==> src/rtl/multicycle_control_pkg.sv <==
// Shared definitions for the multicycle MIPS controller: opcodes, ALUOp codes
// (same encoding as the single-cycle decoder), state encodings and mux selects.
package multicycle_control_pkg;

  localparam logic [5:0] OP_R    = 6'h00;
  localparam logic [5:0] OP_ADDI = 6'h08;
  localparam logic [5:0] OP_ANDI = 6'h0c;
  localparam logic [5:0] OP_ORI  = 6'h0d;
  localparam logic [5:0] OP_LUI  = 6'h0f;
  localparam logic [5:0] OP_LW   = 6'h23;
  localparam logic [5:0] OP_SW   = 6'h2b;
  localparam logic [5:0] OP_BEQ  = 6'h04;
  localparam logic [5:0] OP_BNE  = 6'h05;
  localparam logic [5:0] OP_J    = 6'h02;

  localparam logic [3:0] ALUOP_R    = 4'b1111;
  localparam logic [3:0] ALUOP_ADD  = 4'b0001;
  localparam logic [3:0] ALUOP_ORI  = 4'b0010;
  localparam logic [3:0] ALUOP_ANDI = 4'b0011;
  localparam logic [3:0] ALUOP_LUI  = 4'b0100;
  localparam logic [3:0] ALUOP_SW   = 4'b0101;
  localparam logic [3:0] ALUOP_LW   = 4'b0110;
  localparam logic [3:0] ALUOP_BEQ  = 4'b0111;
  localparam logic [3:0] ALUOP_BNE  = 4'b1000;

  typedef enum logic [3:0] {
    S_FETCH    = 4'd0,
    S_DECODE   = 4'd1,
    S_MEM_ADDR = 4'd2,
    S_MEM_RD   = 4'd3,
    S_MEM_WB   = 4'd4,
    S_MEM_WR   = 4'd5,
    S_EXEC_R   = 4'd6,
    S_R_WB     = 4'd7,
    S_EXEC_I   = 4'd8,
    S_I_WB     = 4'd9,
    S_BRANCH   = 4'd10,
    S_JUMP     = 4'd11
  } state_t;

  localparam logic [1:0] SRCB_REG     = 2'b00;
  localparam logic [1:0] SRCB_FOUR    = 2'b01;
  localparam logic [1:0] SRCB_IMM     = 2'b10;
  localparam logic [1:0] SRCB_IMM_SH2 = 2'b11;

  localparam logic [1:0] PCSRC_ALU    = 2'b00;
  localparam logic [1:0] PCSRC_ALUOUT = 2'b01;
  localparam logic [1:0] PCSRC_JUMP   = 2'b10;

  // ALU operation for the immediate-format arithmetic/logic instructions.
  function automatic logic [3:0] imm_alu_op(input logic [5:0] opcode);
    case (opcode)
      OP_ANDI: return ALUOP_ANDI;
      OP_ORI:  return ALUOP_ORI;
      OP_LUI:  return ALUOP_LUI;
      default: return ALUOP_ADD;
    endcase
  endfunction

endpackage

==> src/rtl/multicycle_control_if.sv <==
// Bundle between the controller (master) and the multicycle datapath (slave):
// opcode and memory handshake in, datapath control strobes and status out.
interface multicycle_control_if;
  import multicycle_control_pkg::*;

  logic [5:0]                 op;
  logic                       mem_ready;
  logic                       PCWrite;
  logic                       BranchEQ;
  logic                       BranchNE;
  logic                       IorD;
  logic                       MemRead;
  logic                       MemWrite;
  logic                       IRWrite;
  logic                       MemtoReg;
  logic                       RegDst;
  logic                       RegWrite;
  logic                       ALUSrcA;
  logic [1:0]                 ALUSrcB;
  logic [1:0]                 PCSource;
  logic [3:0]                 ALUOp;
  logic [$bits(state_t)-1:0]  state_o;
  logic                       illegal_op;
  logic                       mem_timeout;

  modport master (
    input  op, mem_ready,
    output PCWrite, BranchEQ, BranchNE, IorD, MemRead, MemWrite, IRWrite,
           MemtoReg, RegDst, RegWrite, ALUSrcA, ALUSrcB, PCSource, ALUOp,
           state_o, illegal_op, mem_timeout
  );

  modport slave (
    output op, mem_ready,
    input  PCWrite, BranchEQ, BranchNE, IorD, MemRead, MemWrite, IRWrite,
           MemtoReg, RegDst, RegWrite, ALUSrcA, ALUSrcB, PCSource, ALUOp,
           state_o, illegal_op, mem_timeout
  );

endinterface

==> src/rtl/multicycle_control_mem_wait_timer.sv <==
// Counts cycles spent waiting on memory; expired flags the last allowed cycle.
module multicycle_control_mem_wait_timer #(
  parameter int TIMEOUT_CYCLES = 15,
  parameter int CNT_W          = 8
) (
  input  logic clk,
  input  logic reset,
  input  logic clr,
  input  logic inc,
  output logic expired
);

  logic [CNT_W-1:0] cnt;

  // Wait counter: clear has priority so a fresh memory state always starts at 0.
  always_ff @(posedge clk) begin
    if (!reset) begin
      cnt <= '0;
    end else if (clr) begin
      cnt <= '0;
    end else if (inc) begin
      cnt <= cnt + 1'b1;
    end
  end

  // The count equals the number of wait cycles already spent, so the current
  // cycle is the TIMEOUT_CYCLES-th one when it reaches TIMEOUT_CYCLES-1.
  assign expired = (cnt == CNT_W'(TIMEOUT_CYCLES - 1));

endmodule

==> src/rtl/multicycle_control.sv <==
// Moore sequencer for the multicycle MIPS datapath with a memory ready
// handshake, a per-access timeout and sticky error flags.
module multicycle_control
  import multicycle_control_pkg::*;
#(
  parameter int TIMEOUT_CYCLES = 15,
  parameter int CNT_W          = 8
) (
  input logic                  clk,
  input logic                  reset,
  multicycle_control_if.master bus
);

  state_t     state;
  state_t     state_next;
  logic [5:0] op_q;
  logic       illegal_q;
  logic       timeout_q;
  logic       in_mem_state;
  logic       timer_expired;
  logic       timer_inc;
  logic       timer_clr;
  logic       mem_abort;
  logic       decode_bad;

  logic       pc_write, branch_eq, branch_ne, iord, mem_read, mem_write;
  logic       ir_write, mem_to_reg, reg_dst, reg_write, alu_src_a;
  logic [1:0] alu_src_b, pc_source;
  logic [3:0] alu_op;

  assign in_mem_state = (state == S_FETCH) || (state == S_MEM_RD) || (state == S_MEM_WR);
  assign timer_inc    = in_mem_state && !bus.mem_ready;
  // mem_ready on the final allowed cycle still completes the access.
  assign mem_abort    = timer_inc && timer_expired;
  // A timeout in FETCH stays in FETCH, so it must restart the count explicitly.
  assign timer_clr    = (state_next != state) || mem_abort;

  multicycle_control_mem_wait_timer #(
    .TIMEOUT_CYCLES (TIMEOUT_CYCLES),
    .CNT_W          (CNT_W)
  ) u_timer (
    .clk     (clk),
    .reset   (reset),
    .clr     (timer_clr),
    .inc     (timer_inc),
    .expired (timer_expired)
  );

  // State register.
  always_ff @(posedge clk) begin
    if (!reset) begin
      state <= S_FETCH;
    end else begin
      state <= state_next;
    end
  end

  // Opcode latch so later states do not depend on IR being stable.
  always_ff @(posedge clk) begin
    if (!reset) begin
      op_q <= '0;
    end else if (state == S_DECODE) begin
      op_q <= bus.op;
    end
  end

  // Sticky error flags, cleared only by reset.
  always_ff @(posedge clk) begin
    if (!reset) begin
      illegal_q <= 1'b0;
      timeout_q <= 1'b0;
    end else begin
      if (decode_bad) illegal_q <= 1'b1;
      if (mem_abort)  timeout_q <= 1'b1;
    end
  end

  // Next-state and control decode from the registered state.
  always_comb begin
    state_next = state;
    decode_bad = 1'b0;
    pc_write   = 1'b0;
    branch_eq  = 1'b0;
    branch_ne  = 1'b0;
    iord       = 1'b0;
    mem_read   = 1'b0;
    mem_write  = 1'b0;
    ir_write   = 1'b0;
    mem_to_reg = 1'b0;
    reg_dst    = 1'b0;
    reg_write  = 1'b0;
    alu_src_a  = 1'b0;
    alu_src_b  = SRCB_REG;
    pc_source  = PCSRC_ALU;
    alu_op     = 4'b0000;
    case (state)
      S_FETCH: begin
        mem_read  = 1'b1;
        alu_src_b = SRCB_FOUR;
        alu_op    = ALUOP_ADD;
        if (bus.mem_ready) begin
          ir_write   = 1'b1;
          pc_write   = 1'b1;
          state_next = S_DECODE;
        end
      end
      S_DECODE: begin
        alu_src_b = SRCB_IMM_SH2;
        alu_op    = ALUOP_ADD;
        case (bus.op)
          OP_LW, OP_SW:                      state_next = S_MEM_ADDR;
          OP_R:                              state_next = S_EXEC_R;
          OP_ADDI, OP_ANDI, OP_ORI, OP_LUI:  state_next = S_EXEC_I;
          OP_BEQ, OP_BNE:                    state_next = S_BRANCH;
          OP_J:                              state_next = S_JUMP;
          default: begin
            decode_bad = 1'b1;
            state_next = S_FETCH;
          end
        endcase
      end
      S_MEM_ADDR: begin
        alu_src_a  = 1'b1;
        alu_src_b  = SRCB_IMM;
        alu_op     = (op_q == OP_SW) ? ALUOP_SW : ALUOP_LW;
        state_next = (op_q == OP_SW) ? S_MEM_WR : S_MEM_RD;
      end
      S_MEM_RD: begin
        iord     = 1'b1;
        mem_read = 1'b1;
        if (bus.mem_ready)  state_next = S_MEM_WB;
        else if (mem_abort) state_next = S_FETCH;
      end
      S_MEM_WB: begin
        reg_write  = 1'b1;
        mem_to_reg = 1'b1;
        state_next = S_FETCH;
      end
      S_MEM_WR: begin
        iord      = 1'b1;
        mem_write = 1'b1;
        if (bus.mem_ready || mem_abort) state_next = S_FETCH;
      end
      S_EXEC_R: begin
        alu_src_a  = 1'b1;
        alu_op     = ALUOP_R;
        state_next = S_R_WB;
      end
      S_R_WB: begin
        reg_write  = 1'b1;
        reg_dst    = 1'b1;
        state_next = S_FETCH;
      end
      S_EXEC_I: begin
        alu_src_a  = 1'b1;
        alu_src_b  = SRCB_IMM;
        alu_op     = imm_alu_op(op_q);
        state_next = S_I_WB;
      end
      S_I_WB: begin
        reg_write  = 1'b1;
        state_next = S_FETCH;
      end
      S_BRANCH: begin
        alu_src_a = 1'b1;
        pc_source = PCSRC_ALUOUT;
        if (op_q == OP_BNE) begin
          branch_ne = 1'b1;
          alu_op    = ALUOP_BNE;
        end else begin
          branch_eq = 1'b1;
          alu_op    = ALUOP_BEQ;
        end
        state_next = S_FETCH;
      end
      S_JUMP: begin
        pc_write   = 1'b1;
        pc_source  = PCSRC_JUMP;
        state_next = S_FETCH;
      end
      default: state_next = S_FETCH;
    endcase
  end

  // Write enables are masked while reset is low so an aborted instruction
  // cannot commit anything on the resetting edge.
  assign bus.PCWrite     = pc_write  & reset;
  assign bus.BranchEQ    = branch_eq & reset;
  assign bus.BranchNE    = branch_ne & reset;
  assign bus.MemWrite    = mem_write & reset;
  assign bus.IRWrite     = ir_write  & reset;
  assign bus.RegWrite    = reg_write & reset;
  assign bus.IorD        = iord;
  assign bus.MemRead     = mem_read;
  assign bus.MemtoReg    = mem_to_reg;
  assign bus.RegDst      = reg_dst;
  assign bus.ALUSrcA     = alu_src_a;
  assign bus.ALUSrcB     = alu_src_b;
  assign bus.PCSource    = pc_source;
  assign bus.ALUOp       = alu_op;
  assign bus.state_o     = state;
  assign bus.illegal_op  = illegal_q;
  assign bus.mem_timeout = timeout_q;

endmodule

==> src/flat_wrapper.sv <==
// flat-port wrapper written by rule: the top's interface ports become plain ports
module multicycle_control_flat import multicycle_control_pkg::*;
#(
  parameter int TIMEOUT_CYCLES = 15,
  parameter int CNT_W          = 8
)
  (clk, reset, bus_op, bus_mem_ready, bus_PCWrite, bus_BranchEQ, bus_BranchNE, bus_IorD, bus_MemRead, bus_MemWrite, bus_IRWrite, bus_MemtoReg, bus_RegDst, bus_RegWrite, bus_ALUSrcA, bus_ALUSrcB, bus_PCSource, bus_ALUOp, bus_state_o, bus_illegal_op, bus_mem_timeout);
  multicycle_control_if bus_i ();
  input logic clk;
  input logic reset;
  input wire logic [$bits(bus_i.op)-1:0] bus_op;
  input wire logic [$bits(bus_i.mem_ready)-1:0] bus_mem_ready;
  output wire logic [$bits(bus_i.PCWrite)-1:0] bus_PCWrite;
  output wire logic [$bits(bus_i.BranchEQ)-1:0] bus_BranchEQ;
  output wire logic [$bits(bus_i.BranchNE)-1:0] bus_BranchNE;
  output wire logic [$bits(bus_i.IorD)-1:0] bus_IorD;
  output wire logic [$bits(bus_i.MemRead)-1:0] bus_MemRead;
  output wire logic [$bits(bus_i.MemWrite)-1:0] bus_MemWrite;
  output wire logic [$bits(bus_i.IRWrite)-1:0] bus_IRWrite;
  output wire logic [$bits(bus_i.MemtoReg)-1:0] bus_MemtoReg;
  output wire logic [$bits(bus_i.RegDst)-1:0] bus_RegDst;
  output wire logic [$bits(bus_i.RegWrite)-1:0] bus_RegWrite;
  output wire logic [$bits(bus_i.ALUSrcA)-1:0] bus_ALUSrcA;
  output wire logic [$bits(bus_i.ALUSrcB)-1:0] bus_ALUSrcB;
  output wire logic [$bits(bus_i.PCSource)-1:0] bus_PCSource;
  output wire logic [$bits(bus_i.ALUOp)-1:0] bus_ALUOp;
  output wire logic [$bits(bus_i.state_o)-1:0] bus_state_o;
  output wire logic [$bits(bus_i.illegal_op)-1:0] bus_illegal_op;
  output wire logic [$bits(bus_i.mem_timeout)-1:0] bus_mem_timeout;
  assign bus_i.op = bus_op;
  assign bus_i.mem_ready = bus_mem_ready;
  assign bus_PCWrite = bus_i.PCWrite;
  assign bus_BranchEQ = bus_i.BranchEQ;
  assign bus_BranchNE = bus_i.BranchNE;
  assign bus_IorD = bus_i.IorD;
  assign bus_MemRead = bus_i.MemRead;
  assign bus_MemWrite = bus_i.MemWrite;
  assign bus_IRWrite = bus_i.IRWrite;
  assign bus_MemtoReg = bus_i.MemtoReg;
  assign bus_RegDst = bus_i.RegDst;
  assign bus_RegWrite = bus_i.RegWrite;
  assign bus_ALUSrcA = bus_i.ALUSrcA;
  assign bus_ALUSrcB = bus_i.ALUSrcB;
  assign bus_PCSource = bus_i.PCSource;
  assign bus_ALUOp = bus_i.ALUOp;
  assign bus_state_o = bus_i.state_o;
  assign bus_illegal_op = bus_i.illegal_op;
  assign bus_mem_timeout = bus_i.mem_timeout;
  multicycle_control #(.TIMEOUT_CYCLES(TIMEOUT_CYCLES), .CNT_W(CNT_W)) u_core (.clk(clk), .reset(reset), .bus(bus_i));
endmodule
==> config.mk <==
export PLATFORM = sky130hd
export DESIGN_NAME = multicycle_control_flat
export DESIGN_NICKNAME = d
export VERILOG_FILES = /design/src/rtl/multicycle_control_pkg.sv /design/src/rtl/multicycle_control_if.sv /design/src/rtl/multicycle_control_mem_wait_timer.sv /design/src/rtl/multicycle_control.sv /design/src/flat_wrapper.sv
export SDC_FILE = /design/constraint.sdc
export NUM_CORES = 1
export LEC_CHECK = 0
export ABC_AREA = 1
export BUFFER_PORTS_ARGS = -buffer_cell sky130_fd_sc_hd__buf_2
export CAP_MARGIN = 20
export CORE_AREA = 4 4 55 57
export CTS_BUF_LIST = sky130_fd_sc_hd__clkbuf_4 sky130_fd_sc_hd__clkbuf_8
export DETAILED_ROUTE_END_ITERATION = 6
export DIE_AREA = 0 0 59 61
export GPL_TIMING_DRIVEN = 1
export HOLD_SLACK_MARGIN = 0.15
export PLACE_DENSITY = 0.81
export SYNTH_ARGS = -nofsm -noshare
export SYNTH_HDL_FRONTEND = slang
export SYNTH_SLANG_ARGS = --single-unit
==> constraint.sdc <==
create_clock -name clk -period 2 [get_ports clk]
set_clock_uncertainty 0.2 [all_clocks]
set_input_delay 0.2 -clock clk [delete_from_list [all_inputs] [get_ports clk]]
set_output_delay 0.2 -clock clk [all_outputs]
set_load 0.02 [all_outputs]
==> impl_metrics.env, run 1 <==
export IMPL_status="finished, final reports clean"
export IMPL_antenna_found_initial=0
export IMPL_yosysTopAreaCell="dfxtp_1"
export IMPL_drtIter0Drc=80
export IMPL_via_count=1585
export IMPL_cap_viol_max_count=0
export IMPL_grt_pass1_vias=1374
export IMPL_cp_top_family="simple AND/OR/NAND/NOR gates"
export IMPL_netlist_top_cells_count="nor2_1, inv_1, nand2_1"
export IMPL_rr_endpoint="u_core.op_q[5]"
export IMPL_area_growth_syn_to_layout_pct=39.8
export IMPL_routed_wirelength_mm=3.74
export IMPL_synth_most_common_cell="nor2_1"
export IMPL_clk_pin_slew_ns=0.12
export IMPL_relSlewSlack_pct=82.2
export IMPL_synth_edff_count=0
export IMPL_cp_cell_sequence="dlygate4sd3_1 > buf_2 > nor2_1 > nand3_2 > nand2_2 > nor2_2 > nor2_2 > nor2_2 > nand2_1 > nor2_1 > nor2_1 > nand2_2 > nor2_1"
export IMPL_rrSetupSlack_ns=0.06
export IMPL_core_um2=2480
export IMPL_final_antenna_net_count=0
export IMPL_grt_max_degree=13
export IMPL_insertedDiodeCount=0
export IMPL_synth_cell_type_count=26
export IMPL_cpMostUsedCell="nor2_1"
export IMPL_crit_type="in2reg"
export IMPL_nFillCells=172
export IMPL_synth_area_per_cell_um2=6.17
export IMPL_rr_startpoint="u_core.bus.state_o[0]"
export IMPL_multiInputGateArea_um2=888
export IMPL_htreeDepth=1
export IMPL_crit_buf_inv=2
export IMPL_cts_path_max_buffers=2
export IMPL_min_period_over_period_pct=98.4
export IMPL_netlist_area_um2=1360
export IMPL_cp_end_kind="flop"
export IMPL_crit_required_ns=2.06
export IMPL_place_congestion=0.889
export IMPL_yosysSeqAreaShare_pct=29.4
export IMPL_ys_warn_count=0
export IMPL_hold_violations=0
export IMPL_start_kind="input port"
export IMPL_yosys_top_cells_area="dfxtp_1, nor2_1, inv_1, nand2_1, nand3_1"
export IMPL_setup_ws_ns=0.0313
export IMPL_die_h_um=61
export IMPL_dp_cells=282
export IMPL_clock_sinks=20
export IMPL_synthFlopType="dfxtp_1"
export IMPL_crit_path_max_fanout=8
export IMPL_tightest_slew_ns=0.263
export IMPL_post_drt_wl_per_cell_um=12.2
export IMPL_layout_nets=288
export IMPL_grt_remaining_overflow=0
export IMPL_cp_depth=13
export IMPL_cts_tree="built"
export IMPL_io_pins=34
export IMPL_period_needed_ns=1.97
export IMPL_ys_ff_latch=20
export IMPL_reg2reg_depth=7
export IMPL_cts_root_buf="clkbuf_4"
export IMPL_rows=18
export IMPL_powerDensity_nw_per_um2=525
export IMPL_slowest_delay_ns=0.55
export IMPL_hold_class="in2reg"
export IMPL_utilization_pct=77.0
export IMPL_grt_usage_pct=20.6
export IMPL_p_leak_nw=0.958
export IMPL_setup_violations=0
export IMPL_ir_drop_v=0.000506
export IMPL_vias_per_cell=5.18
export IMPL_holdWs_ns=0.208
export IMPL_startpoint="bus_op[0]"
export IMPL_detailed_place_hpwl_mm=2.44
export IMPL_start_util_pct=55.1
export IMPL_synth_nets=232
export IMPL_syn_inst=221
export IMPL_endpoint="u_core.u_timer.cnt[1]"
export IMPL_drt_first_pass_iters=4
export IMPL_port_buffer_count=33
export IMPL_yosysTopAreaCellShare_pct=29.4
export IMPL_finalMaxSlewViolations=0
export IMPL_die_w_um=59
export IMPL_async_reset_ff_share_pct=0
export IMPL_preCtsSetupSlack_ns=0.0822
export IMPL_cpMaxStageDelayCell="dlygate4sd3_1"
export IMPL_clock_latency_ns=0.31
export IMPL_dieArea_um2=3600
export IMPL_drc_errors=0
export IMPL_grt_first_pass_wirelength_mm=5.69
export IMPL_numCtsBuffers=3
export IMPL_ff_latch_area_um2=418
export IMPL_max_clock_freq_mhz=508
export IMPL_drive_gt1_share_pct=32.6
export IMPL_crit_arrival_ns=2.03
export IMPL_fin_cells=306
export IMPL_rsz0062_at_grt="true"
-- final cells by class --
cell class              instances  area share, %
multi-input cells             158           46.6
flip-flops and latches         20           21.9
repair buffers                 53           18.1
inverters                      41           8.66
well taps                      30           1.97
clock inverters                 1           1.57
clock buffers                   3           1.18
-- timing repair --
action / in CTS / in global routing
hold buffers: 11 / 0
endpoints found under the hold margin: 10 / 0
resized for setup: 13 / 32
endpoints found under the setup margin: 5 / 17
setup buffers: 0 / 9
pin swaps: 1 / 4
-- worst min-delay path, cell delays in order --
cell,delay (ns)
buf_2,0.13
nand3_1,0.08
nand4_1,0.11
nand3_1,0.10
a21oi_1,0.06
-- through the flow --
stage	TNS [ns]	total power [mW]	area [µm²]
after detailed placement	0	0.613	1560
final	0	1.00	1910
after floorplan	-0.395	0.562	1370
after CTS	0	0.963	1750
after global routing	-0.807	1.04	1910
after global placement	0	0.611	1560
-- registers in the layout (all words and copies together) (netlist names) --
name and cells:
u_core.u_timer.cnt 8, u_core.op_q 6, u_core.bus.state_o 4, u_core.bus.illegal_op 1, u_core.bus.mem_timeout 1
-- logic make-up after synthesis --
group / share of synthesized area [%]
simple gates: 40.8
fa+ha+maj: 1.83
xor+xnor: 4.50
compound gates: 11.7
flops: 29.4
buf+inv: 11.8
-- power by group --
part	total (mW)	internal [mW]	switching, mW	leakage [nW]
Combinational	0.224	0.0886	0.135	0.764
Clock	0.343	0.203	0.141	0.0279
Sequential	0.434	0.414	0.0200	0.167
Total	1.00	0.705	0.296	0.958
-- layer usage --
layer	GRT usage (%)	wire length (µm)	vias to the layer above
li1	-	-	809
met1	25.6	1600	701
met2	34.9	1780	62
met3	3.62	265	13
met4	9.39	99	0
met5	0	0	-
-- how the worst min path moves through the flow --
stage	startpoint	end	slack [ns]	depth (start not counted)
6_report	bus_op[2]	u_core.bus.illegal_op	0.21	5
5_1_grt	bus_op[2]	u_core.bus.illegal_op	0.25	5
4_1_cts	bus_op[2]	u_core.bus.illegal_op	0.22	5
3_5_place_dp	u_core.bus.mem_timeout	u_core.bus.mem_timeout	0.24	2
3_3_place_gp	u_core.bus.mem_timeout	u_core.bus.mem_timeout	0.24	2
2_1_floorplan	bus_op[3]	u_core.op_q[3]	0.15	2
-- placed cells by master, fill, tap and decap left out, types with 6 or more instances in the layout --
master | Yosys | routed
inv_1 | 39 | 34
nor2_2 | 3 | 7
nor2_1 | 48 | 39
buf_2 | 0 | 31
buf_4 | 0 | 9
nand2_2 | 4 | 8
nand2_1 | 34 | 28
o21ai_0 | 10 | 10
a21oi_1 | 14 | 14
xor2_1 | 6 | 6
nor2_4 | 1 | 6
dlygate4sd3_1 | 0 | 11
nand3_1 | 20 | 19
dfxtp_1 | 20 | 14
Note: power is estimated with default switching activity, not from simulation.
==> run 2: changes to the inputs <==
Settings changed: CTS_BUF_LIST sky130_fd_sc_hd__clkbuf_4 sky130_fd_sc_hd__clkbuf_8 to sky130_fd_sc_hd__clkbuf_2.
Clock period 2 ns to 2.18 ns, I/O delays scaled along.
==> run 2 against run 1 <==
Cell count decreased by 2.6%; largest power group unchanged; non-clock buffer count decreased by 8; sequential cell count unchanged; sequential share of layout area increased by 1.6 points; first-iteration DRC count increased by 16%; die area unchanged; global-route usage increased by 0.80 points; clock power decreased by 18%; count of clock-buffer cells in the layout unchanged; utilization decreased by 6.5 points.
==> impl_metrics.env, run 2 (synthesized netlist as in run 1, its figures left out) <==
export IMPL_insertedDiodeCount=0
export IMPL_hold_class="in2reg"
export IMPL_antenna_found_initial=0
export IMPL_min_period_over_period_pct=97.1
export IMPL_cts_tree="built"
export IMPL_crit_arrival_ns=1.70
export IMPL_port_buffer_count=33
export IMPL_rrSetupSlack_ns=0.13
export IMPL_start_util_pct=55.1
export IMPL_cpMostUsedCell="inv_1"
export IMPL_post_drt_wl_per_cell_um=11.9
export IMPL_crit_required_ns=1.76
export IMPL_powerDensity_nw_per_um2=493
export IMPL_slowest_delay_ns=0.40
export IMPL_ir_drop_v=0.000428
export IMPL_area_growth_syn_to_layout_pct=28.0
export IMPL_clk_pin_slew_ns=0.21
export IMPL_detailed_place_hpwl_mm=2.59
export IMPL_utilization_pct=70.5
export IMPL_start_kind="flop"
export IMPL_reg2reg_depth=7
export IMPL_power_mw=0.860
export IMPL_period_needed_ns=2.12
export IMPL_layout_nets=280
export IMPL_routed_wirelength_mm=3.56
export IMPL_grt_first_pass_wirelength_mm=6.02
export IMPL_numCtsBuffers=3
export IMPL_grt_usage_pct=21.4
export IMPL_cp_top_family="buffers and inverters"
export IMPL_die_w_um=59
export IMPL_post_cts_buffers=0
export IMPL_drive_gt1_share_pct=22.4
export IMPL_rr_startpoint="u_core.bus.state_o[0]"
export IMPL_tightest_slew_ns=0.367
export IMPL_crit_buf_inv=4
export IMPL_die_h_um=61
export IMPL_crit_path_max_fanout=7
export IMPL_clock_sinks=20
export IMPL_largest_reg_flops=8
export IMPL_place_congestion=0.881
export IMPL_vias_per_cell=5.22
export IMPL_grt_max_degree=13
export IMPL_cp_end_kind="primary output"
export IMPL_cp_cell_sequence="inv_1 > nand2_1 > nor2_2 > inv_1 > o21ai_2 > inv_1 > o311ai_0 > buf_2"
export IMPL_top_register="u_core.u_timer.cnt"
export IMPL_hold_depth=6
export IMPL_grt_pass1_vias=1440
export IMPL_clock_latency_ns=0.33
export IMPL_drc_errors=0
export IMPL_max_clock_freq_mhz=473
export IMPL_cts_path_max_buffers=2
export IMPL_p_leak_nw=0.904
export IMPL_core_um2=2480
export IMPL_cap_viol_max_count=0
export IMPL_final_antenna_net_count=0
export IMPL_cp_depth=8
export IMPL_status="finished, final reports clean"
export IMPL_drt_first_pass_iters=4
export IMPL_via_count=1557
export IMPL_io_pins=34
export IMPL_cts_root_buf="clkbuf_2"
export IMPL_htreeDepth=1
export IMPL_holdWs_ns=0.216
export IMPL_min_from="bus_op[0]"
export IMPL_grt_remaining_overflow=0
export IMPL_dieArea_um2=3600
export IMPL_hold_violations=0
export IMPL_startpoint="u_core.bus.state_o[0]"
export IMPL_setup_violations=0
export IMPL_mostFrequentLayoutCells="nor2_1, inv_1, nand2_1"
export IMPL_relSlewSlack_pct=75.5
export IMPL_rows=18
export IMPL_finalMaxSlewViolations=0
export IMPL_drtIter0Drc=93
export IMPL_cpMaxStageDelayCell="dfxtp_2"
export IMPL_crit_type="reg2out"
export IMPL_rsz0062_at_grt="true"
export IMPL_final_common_cell="nor2_1"
==> run 2: cell types whose count changed in the layout (fill, tap and decap cells not counted), sizes merged <==
cell and change:
clkinvlp -1, inv +1, buf -7, dlygate4sd3 +1, clkbuf -2
==> run 2: metal layers <==
| metal | track usage, % | vias to the layer above | wire length (µm) |
|---|---|---|---|
| met5 | 0 | - | 0 |
| met4 | 6.47 | 0 | 29 |
| met3 | 3.62 | 6 | 242 |
| met2 | 38.2 | 51 | 1730 |
| met1 | 26.3 | 708 | 1550 |
| li1 | - | 792 | - |
==> run 2: area by class of cell <==
class | count | area (µm²)
multi-input combinational | 158 | 813
tap | 30 | 37.5
fill | 222 | 732
sequential | 20 | 410
clock buffer | 3 | 15.0
timing repair buffer | 45 | 285
clock inverter | 1 | 30.0
inverter | 41 | 154
==> run 2: where the power goes <==
part	internal, mW	switching, mW
Sequential	0.382	0.0167
Combinational	0.0686	0.114
Clock	0.158	0.122
==> run 2: path summary, 6_finish.rpt <==
kind	end
setup / recovery	bus_ALUOp[1]
hold reg to reg	u_core.bus.illegal_op
setup reg to reg	u_core.op_q[1]
hold / removal	u_core.bus.illegal_op
==> run 2: worst reg2reg max path: cells and delay by family, from the launching register on <==
family                 cells  cell delay [ns]
flip-flops                 1             0.44
AO/OA/AOI/OAI              2             0.24
buffers and inverters      3             0.84
AND/OR/NAND/NOR            2             0.29
==> run 2: stage by stage <==
step                      TNS, ns  cell area [µm²]  cells  worst slack, ns
after floorplan           -0.0289             1360    221          -0.0145
after global placement          0             1560    282            0.306
after detailed placement        0             1560    282            0.281
after CTS                       0             1730    298           0.0124
after global routing      -0.0331             1750    298          -0.0331
final                           0             1750    298           0.0641
==> run 2: repair_timing <==
action                                 CTS  global route
setup endpoints to repair                4             8
resized for setup                        4             7
pin swaps                                0             0
endpoints found under the hold margin   10             0
hold buffers                            12             0
